[config.mk]
export PLATFORM = sky130hd
export DESIGN_NAME = l1_timer_device
export DESIGN_NICKNAME = d
export VERILOG_FILES = /design/src/rtl/l1_timer_device.sv
export SDC_FILE = /design/constraint.sdc
export NUM_CORES = 1
export LEC_CHECK = 0
export ABC_AREA = 1
export ABC_CLOCK_PERIOD_IN_PS = 6760
export CORE_ASPECT_RATIO = 0.5
export CORE_MARGIN = 4
export CORE_UTILIZATION = 47
export CTS_BUF_LIST = sky130_fd_sc_hd__clkbuf_4 sky130_fd_sc_hd__clkbuf_8
export DETAILED_ROUTE_END_ITERATION = 16
export HOLD_SLACK_MARGIN = 0.12
export PLACE_DENSITY = 0.66
export SYNTH_ARGS = -nofsm -noshare
export SYNTH_HDL_FRONTEND = slang
export SYNTH_SLANG_ARGS = --single-unit
[constraint.sdc]
create_clock -name clk_i -period 6.76 [get_ports clk_i]
set_clock_uncertainty 0.2 [all_clocks]
set_input_delay 1.352 -clock clk_i [delete_from_list [all_inputs] [get_ports clk_i]]
set_output_delay 1.352 -clock clk_i [all_outputs]
set_load 0.005 [all_outputs]
[src/rtl/l1_timer_device.sv]
// Memory-mapped machine timer (mtime/mtimecmp/CTRL) responding on one L1 interconnect device port.
// Latency: response registered, valid one cycle after request acceptance.
// Backpressure: single-entry response buffer; req_ready_o = !resp_valid_o || resp_ready_i.
// Optional prescaler register at 0x014 enabled by defining TIMER_PRESCALER_EN.
module l1_timer_device #(
  parameter int DataWidth    = 32,
  parameter int AddrWidth    = 12,
  parameter int NbrHostsLog2 = 1
) (
  input  logic                    clk_i,
  input  logic                    rst_i,
  input  logic                    req_valid_i,
  output logic                    req_ready_o,
  input  logic [NbrHostsLog2-1:0] req_ini_addr_i,
  input  logic [AddrWidth-1:0]    req_tgt_addr_i,
  input  logic                    req_wen_i,
  input  logic [DataWidth-1:0]    req_wdata_i,
  input  logic [DataWidth/8-1:0]  req_be_i,
  output logic                    resp_valid_o,
  input  logic                    resp_ready_i,
  output logic [NbrHostsLog2-1:0] resp_ini_addr_o,
  output logic [DataWidth-1:0]    resp_rdata_o,
  output logic                    timer_irq_o
);

  localparam int WW = AddrWidth - 2;
  localparam logic [WW-1:0] W_MTIME_LO = WW'(0);
  localparam logic [WW-1:0] W_MTIME_HI = WW'(1);
  localparam logic [WW-1:0] W_CMP_LO   = WW'(2);
  localparam logic [WW-1:0] W_CMP_HI   = WW'(3);
  localparam logic [WW-1:0] W_CTRL     = WW'(4);
  localparam logic [WW-1:0] W_PSC      = WW'(5);

  // Byte-lane merge of write data into an existing 32-bit register value.
  function automatic logic [31:0] bmerge(input logic [31:0] old, input logic [31:0] wd,
                                         input logic [3:0] be);
    logic [31:0] r;
    r = old;
    for (int i = 0; i < 4; i++) begin
      if (be[i]) r[i*8 +: 8] = wd[i*8 +: 8];
    end
    return r;
  endfunction

  logic [63:0] mtime_q, mtime_d;
  logic [63:0] mtimecmp_q, mtimecmp_d;
  logic        en_q, en_d;
  logic        irq_q, irq_d;
  logic        resp_valid_q;
  logic [NbrHostsLog2-1:0] resp_ini_q;
  logic [31:0] resp_rdata_q;
  logic [31:0] rd_mux;
  logic        tick;

  logic [WW-1:0] word;
  logic          accept, wr;
  logic          wr_mlo, wr_mhi, wr_clo, wr_chi, wr_ctrl, wr_psc;

  logic unused_addr_lsb;
  assign unused_addr_lsb = ^req_tgt_addr_i[1:0];

  assign word        = req_tgt_addr_i[AddrWidth-1:2];
  assign req_ready_o = !resp_valid_q || resp_ready_i;
  assign accept      = req_valid_i && req_ready_o;
  assign wr          = accept && req_wen_i;
  assign wr_mlo      = wr && (word == W_MTIME_LO);
  assign wr_mhi      = wr && (word == W_MTIME_HI);
  assign wr_clo      = wr && (word == W_CMP_LO);
  assign wr_chi      = wr && (word == W_CMP_HI);
  assign wr_ctrl     = wr && (word == W_CTRL);
  assign wr_psc      = wr && (word == W_PSC);

  // Enable bit only lives in byte lane 0.
  assign en_d = (wr_ctrl && req_be_i[0]) ? req_wdata_i[0] : en_q;

`ifdef TIMER_PRESCALER_EN
  logic [15:0] prescale_q, prescale_d, pscnt_q, pscnt_d;
  logic [31:0] psc_merged;

  assign tick       = en_q && (pscnt_q == prescale_q);
  assign psc_merged = bmerge({16'h0, prescale_q}, req_wdata_i, req_be_i);

  // Prescale register update and free-running divider; cleared on reprogram or disable.
  always_comb begin
    prescale_d = prescale_q;
    if (wr_psc) prescale_d = psc_merged[15:0];
    pscnt_d = pscnt_q;
    if (wr_psc || !en_d)  pscnt_d = 16'h0;
    else if (tick)        pscnt_d = 16'h0;
    else if (en_q)        pscnt_d = pscnt_q + 16'h1;
  end

  // Prescaler state registers.
  always_ff @(posedge clk_i) begin
    if (rst_i) begin
      prescale_q <= 16'h0;
      pscnt_q    <= 16'h0;
    end else begin
      prescale_q <= prescale_d;
      pscnt_q    <= pscnt_d;
    end
  end
`else
  logic unused_psc;
  assign unused_psc = wr_psc;
  assign tick       = en_q;
`endif

  // Next-state for the counter and compare registers; a bus write to mtime beats the tick.
  always_comb begin
    mtime_d = mtime_q;
    if ((wr_mlo || wr_mhi) && (|req_be_i)) begin
      if (wr_mlo) mtime_d[31:0]  = bmerge(mtime_q[31:0],  req_wdata_i, req_be_i);
      if (wr_mhi) mtime_d[63:32] = bmerge(mtime_q[63:32], req_wdata_i, req_be_i);
    end else if (tick) begin
      mtime_d = mtime_q + 64'd1;
    end
    mtimecmp_d = mtimecmp_q;
    if (wr_clo) mtimecmp_d[31:0]  = bmerge(mtimecmp_q[31:0],  req_wdata_i, req_be_i);
    if (wr_chi) mtimecmp_d[63:32] = bmerge(mtimecmp_q[63:32], req_wdata_i, req_be_i);
    irq_d = en_d && (mtime_d >= mtimecmp_d);
  end

  // Read mux on current (pre-update) register values.
  always_comb begin
    rd_mux = 32'h0;
    case (word)
      W_MTIME_LO: rd_mux = mtime_q[31:0];
      W_MTIME_HI: rd_mux = mtime_q[63:32];
      W_CMP_LO:   rd_mux = mtimecmp_q[31:0];
      W_CMP_HI:   rd_mux = mtimecmp_q[63:32];
      W_CTRL:     rd_mux = {31'h0, en_q};
`ifdef TIMER_PRESCALER_EN
      W_PSC:      rd_mux = {16'h0, prescale_q};
`endif
      default:    rd_mux = 32'h0;
    endcase
  end

  // Timer state, interrupt and single-entry response buffer.
  always_ff @(posedge clk_i) begin
    if (rst_i) begin
      mtime_q      <= 64'h0;
      mtimecmp_q   <= 64'hFFFF_FFFF_FFFF_FFFF;
      en_q         <= 1'b0;
      irq_q        <= 1'b0;
      resp_valid_q <= 1'b0;
      resp_ini_q   <= '0;
      resp_rdata_q <= 32'h0;
    end else begin
      mtime_q    <= mtime_d;
      mtimecmp_q <= mtimecmp_d;
      en_q       <= en_d;
      irq_q      <= irq_d;
      if (accept) begin
        resp_valid_q <= 1'b1;
        resp_ini_q   <= req_ini_addr_i;
        resp_rdata_q <= req_wen_i ? 32'h0 : rd_mux;
      end else if (resp_ready_i) begin
        resp_valid_q <= 1'b0;
      end
    end
  end

  assign resp_valid_o    = resp_valid_q;
  assign resp_ini_addr_o = resp_ini_q;
  assign resp_rdata_o    = resp_rdata_q;
  assign timer_irq_o     = irq_q;

endmodule
==> summary.txt <==
Clocking
  • CTS Buf Count: 17
  • CTS clk-pin slew, worst paths: approximately 0.08 ns
  • Number of post-CTS setup repair buffers: 0
  • CTS Sinks: 164
  • Post-CTS Resized: 0
  • Clk_lat worst skew: approximately 0.51 ns
  • CTS tree: yes
  • Maximum clock insertion buffer count: 2
  • Root buffer cell: clkbuf_8
  • Post-CTS Hold Fix Bufs: 0
  • H-Tree Level Count: 4

GRT
  • Grt total ovfl: 0
  • Vias in the first global route: roughly 12k
  • First-pass GRT wire length: 71.24 mm
  • Total track usage: 0.3346
  • Initial antenna violation count: 0
  • Largest net degree at the start of global routing: 65

Finish
  • Area growth syn-to-layout: 13.03%
  • Final net count: between 2k and 2.5k
  • # diodes: 0
  • Share of cells above drive strength 1: 0.05924
  • Flip-flop and latch area: roughly 3300 sq um
  • Fillers: 2644
  • Non-filler cells in the finished layout: about 2.3k
  • Multi-input gate area: between 7000 and 8000 sq um

Synth
  • Main synth FF type: dfxtp_1
  • Cell area after synthesis: about 12000 sq um
  • Yosys cell types: 41
  • Mean post-synth cell area: between 6 and 7 sq um
  • #FFs+latches synth: ~160
  • Sequential fraction of the synthesis area: 0.2774
  • EDFF count, synth: 0
  • Ys Warns: 0
  • Share of flip-flops with an asynchronous set or reset: 0
  • Syn Nets: roughly 2.0k
  • Post-Synthesis Cells: between 1.5k and 2k

Run status
  • Status: complete, no violations

Placement
  • Placed cell count: ~2.3k
  • Dpl hpwl: around 37 mm
  • RD Place Congestion: about 1
  • IO Port Bufs: 87

Drt
  • DR vias: 13.24k
  • Via/cell ratio: about 5.7
  • 1st-pass router iterations: 6
  • ANT nets after route: 0
  • DRC viols: 0
  • DR WL/cell: slightly above 20 um
  • Number of DRC markers in iteration 0: 1764
  • Total Wirelength: 47.05 mm

Setup path
  • Peak fanout along the critical path: 33
  • CP Data Arrival Time: just under 6 ns
  • Critical path class: input port to flop
  • R2R setup slack: 2.12 ns
  • Critical Path Source Type: input port
  • Crit. End Element: flop
  • Worst Path Required: 6.97 ns

Timing
  • Worst hold margin: 0.2651 ns
  • Slew @ Worst Pin: between 0.8 and 0.9 ns
  • Final hold violation count: 0
  • Total negative slack: 0 ns
  • Max-slew violations: 0
  • Fmax: ~180 MHz
  • Period minus WS final: between 5 and 6 ns
  • Final setup fails: 0
  • Relative slew slack: 0.4177
  • Period utilisation layout: 0.8348
  • Unrepaired setup endpoints after global routing: no

Floorplan
  • Core area: approximately 24000 sq um
  • Row count: 40
  • Die height: between 100 and 150 um
  • DIE WIDTH: 232.4 um
  • Die ar.: between 20000 and 30000 sq um
  • Io pins: 90
  • Initial Util: 0.4855

Pwr
  • Leakage: slightly below 6 nW
  • P per Cell Area: 138.7 nW/um^2
  • Pwr Total: between 1.5 and 2 mW
  • Max VDD drop: 0.1167 mV

Run
  • Max Cap Viol: 0

Hold path
  • Worst hold path type: flop to flop
==> cells in the final DEF (no fill, tap or decap), drive strengths merged, types with 65 or more instances in the layout <==
cell,netlist,layout
nand2,609,609
nor2,265,265
o21ai,72,72
inv,209,209
dfxtp,164,164
a21oi,84,84
o22ai,69,69
nand3,184,184
clkdlybuf4s50,0,86
ha,65,65
==> metrics by stage <==
stage | util | area, sq um | worst slack [ns]
floorplan | - | 11830 | 2.709
global placement | 0.5328 | 12990 | 0.7729
detailed placement | 0.5328 | 12990 | 0.7398
CTS | 0.5488 | 13380 | 1.264
global route | 0.5488 | 13380 | 0.9310
finish | 0.5488 | 13380 | 1.117
==> cells in the mapped netlist (all sizes together), types with 5 or more instances <==
master	instances	area share
nand4	55	0.032
nor2	265	0.091
ha	65	0.069
dfxtp	164	0.28
o22ai	69	0.047
nor3	17	0.0076
o211ai	10	0.0063
nand2	609	0.19
o21a	5	0.0038
xnor2	9	0.0067
o21ai	72	0.030
inv	209	0.066
nand3	184	0.080
clkbuf	40	0.013
buf	35	0.016
xor2	15	0.011
a21oi	84	0.037
nand3b	9	0.0057
==> area by class of cell <==
type | instances | area share
multi-input cells | 1476 | 0.5555
flip-flops and latches | 164 | 0.2455
repair buffers | 113 | 0.07951
inverters | 210 | 0.05893
well taps | 336 | 0.03143
clock buffers | 19 | 0.01908
clock inverters | 10 | 0.01010
==> state kept, by name, indices dropped and copies added (netlist names) <==
register,count
en_q,1
mtimecmp_q,64
timer_irq_o,1
resp_ini_addr_o,1
resp_rdata_o,32
mtime_q,64
resp_valid_o,1
==> power by group <==
part / total, mW / leakage [nW] / switching, mW / internal (mW)
Sequential: 0.967 / 1.32 / 0.000935 / 0.966
Combinational: 0.119 / 4.41 / 0.0801 / 0.0394
Clock: 0.769 / 0.189 / 0.399 / 0.370
==> kinds of logic (layout without fill, tap and decap cells) <==
family,count (synthesis),after routing,share of synthesized area
simple gates,1143,1143,0.4132
buf+inv,285,352,0.09547
compound gates,242,242,0.1257
flops,164,164,0.2774
fa+ha+maj,65,65,0.06872
xor+xnor,24,24,0.01776
mux,2,2,0.001692
==> worst max-delay path, stage by stage <==
cell and delay [ns]:
clkdlybuf4s50_1 0.45, inv_1 0.04, nand2_2 0.08, nand2_4 0.19, nor2_4 0.31, nand3_2 0.42
inv_2 0.36, o21a_4 0.51, nand2_1 0.12, nand2_1 0.11, inv_1 0.06, ha_1 0.26
nand2_1 0.06, nor2_1 0.25, nand2_1 0.11, nor3_1 0.60, nand3_1 0.14, nand2_1 0.09
nor2_1 0.04, a21oi_1 0.24
==> path summary, 6_finish.rpt <==
kind | from | endpoint | cells after the start
setup / recovery | resp_ready_i | timer_irq_o | 20
hold / removal | resp_rdata_o[30] | resp_rdata_o[30] | 2
setup reg to reg | resp_valid_o | timer_irq_o | 18
hold reg to reg | resp_rdata_o[30] | resp_rdata_o[30] | 2
==> routing by layer <==
metal,track usage,up-vias,share of wire
met2,0.4681,672,0.39
met5,0,-,0
li1,-,6379,-
met1,0.4992,6131,0.47
met4,0.07460,0,0.015
met3,0.1026,61,0.12
No activity file was read; power rests on OpenSTA's default activity.
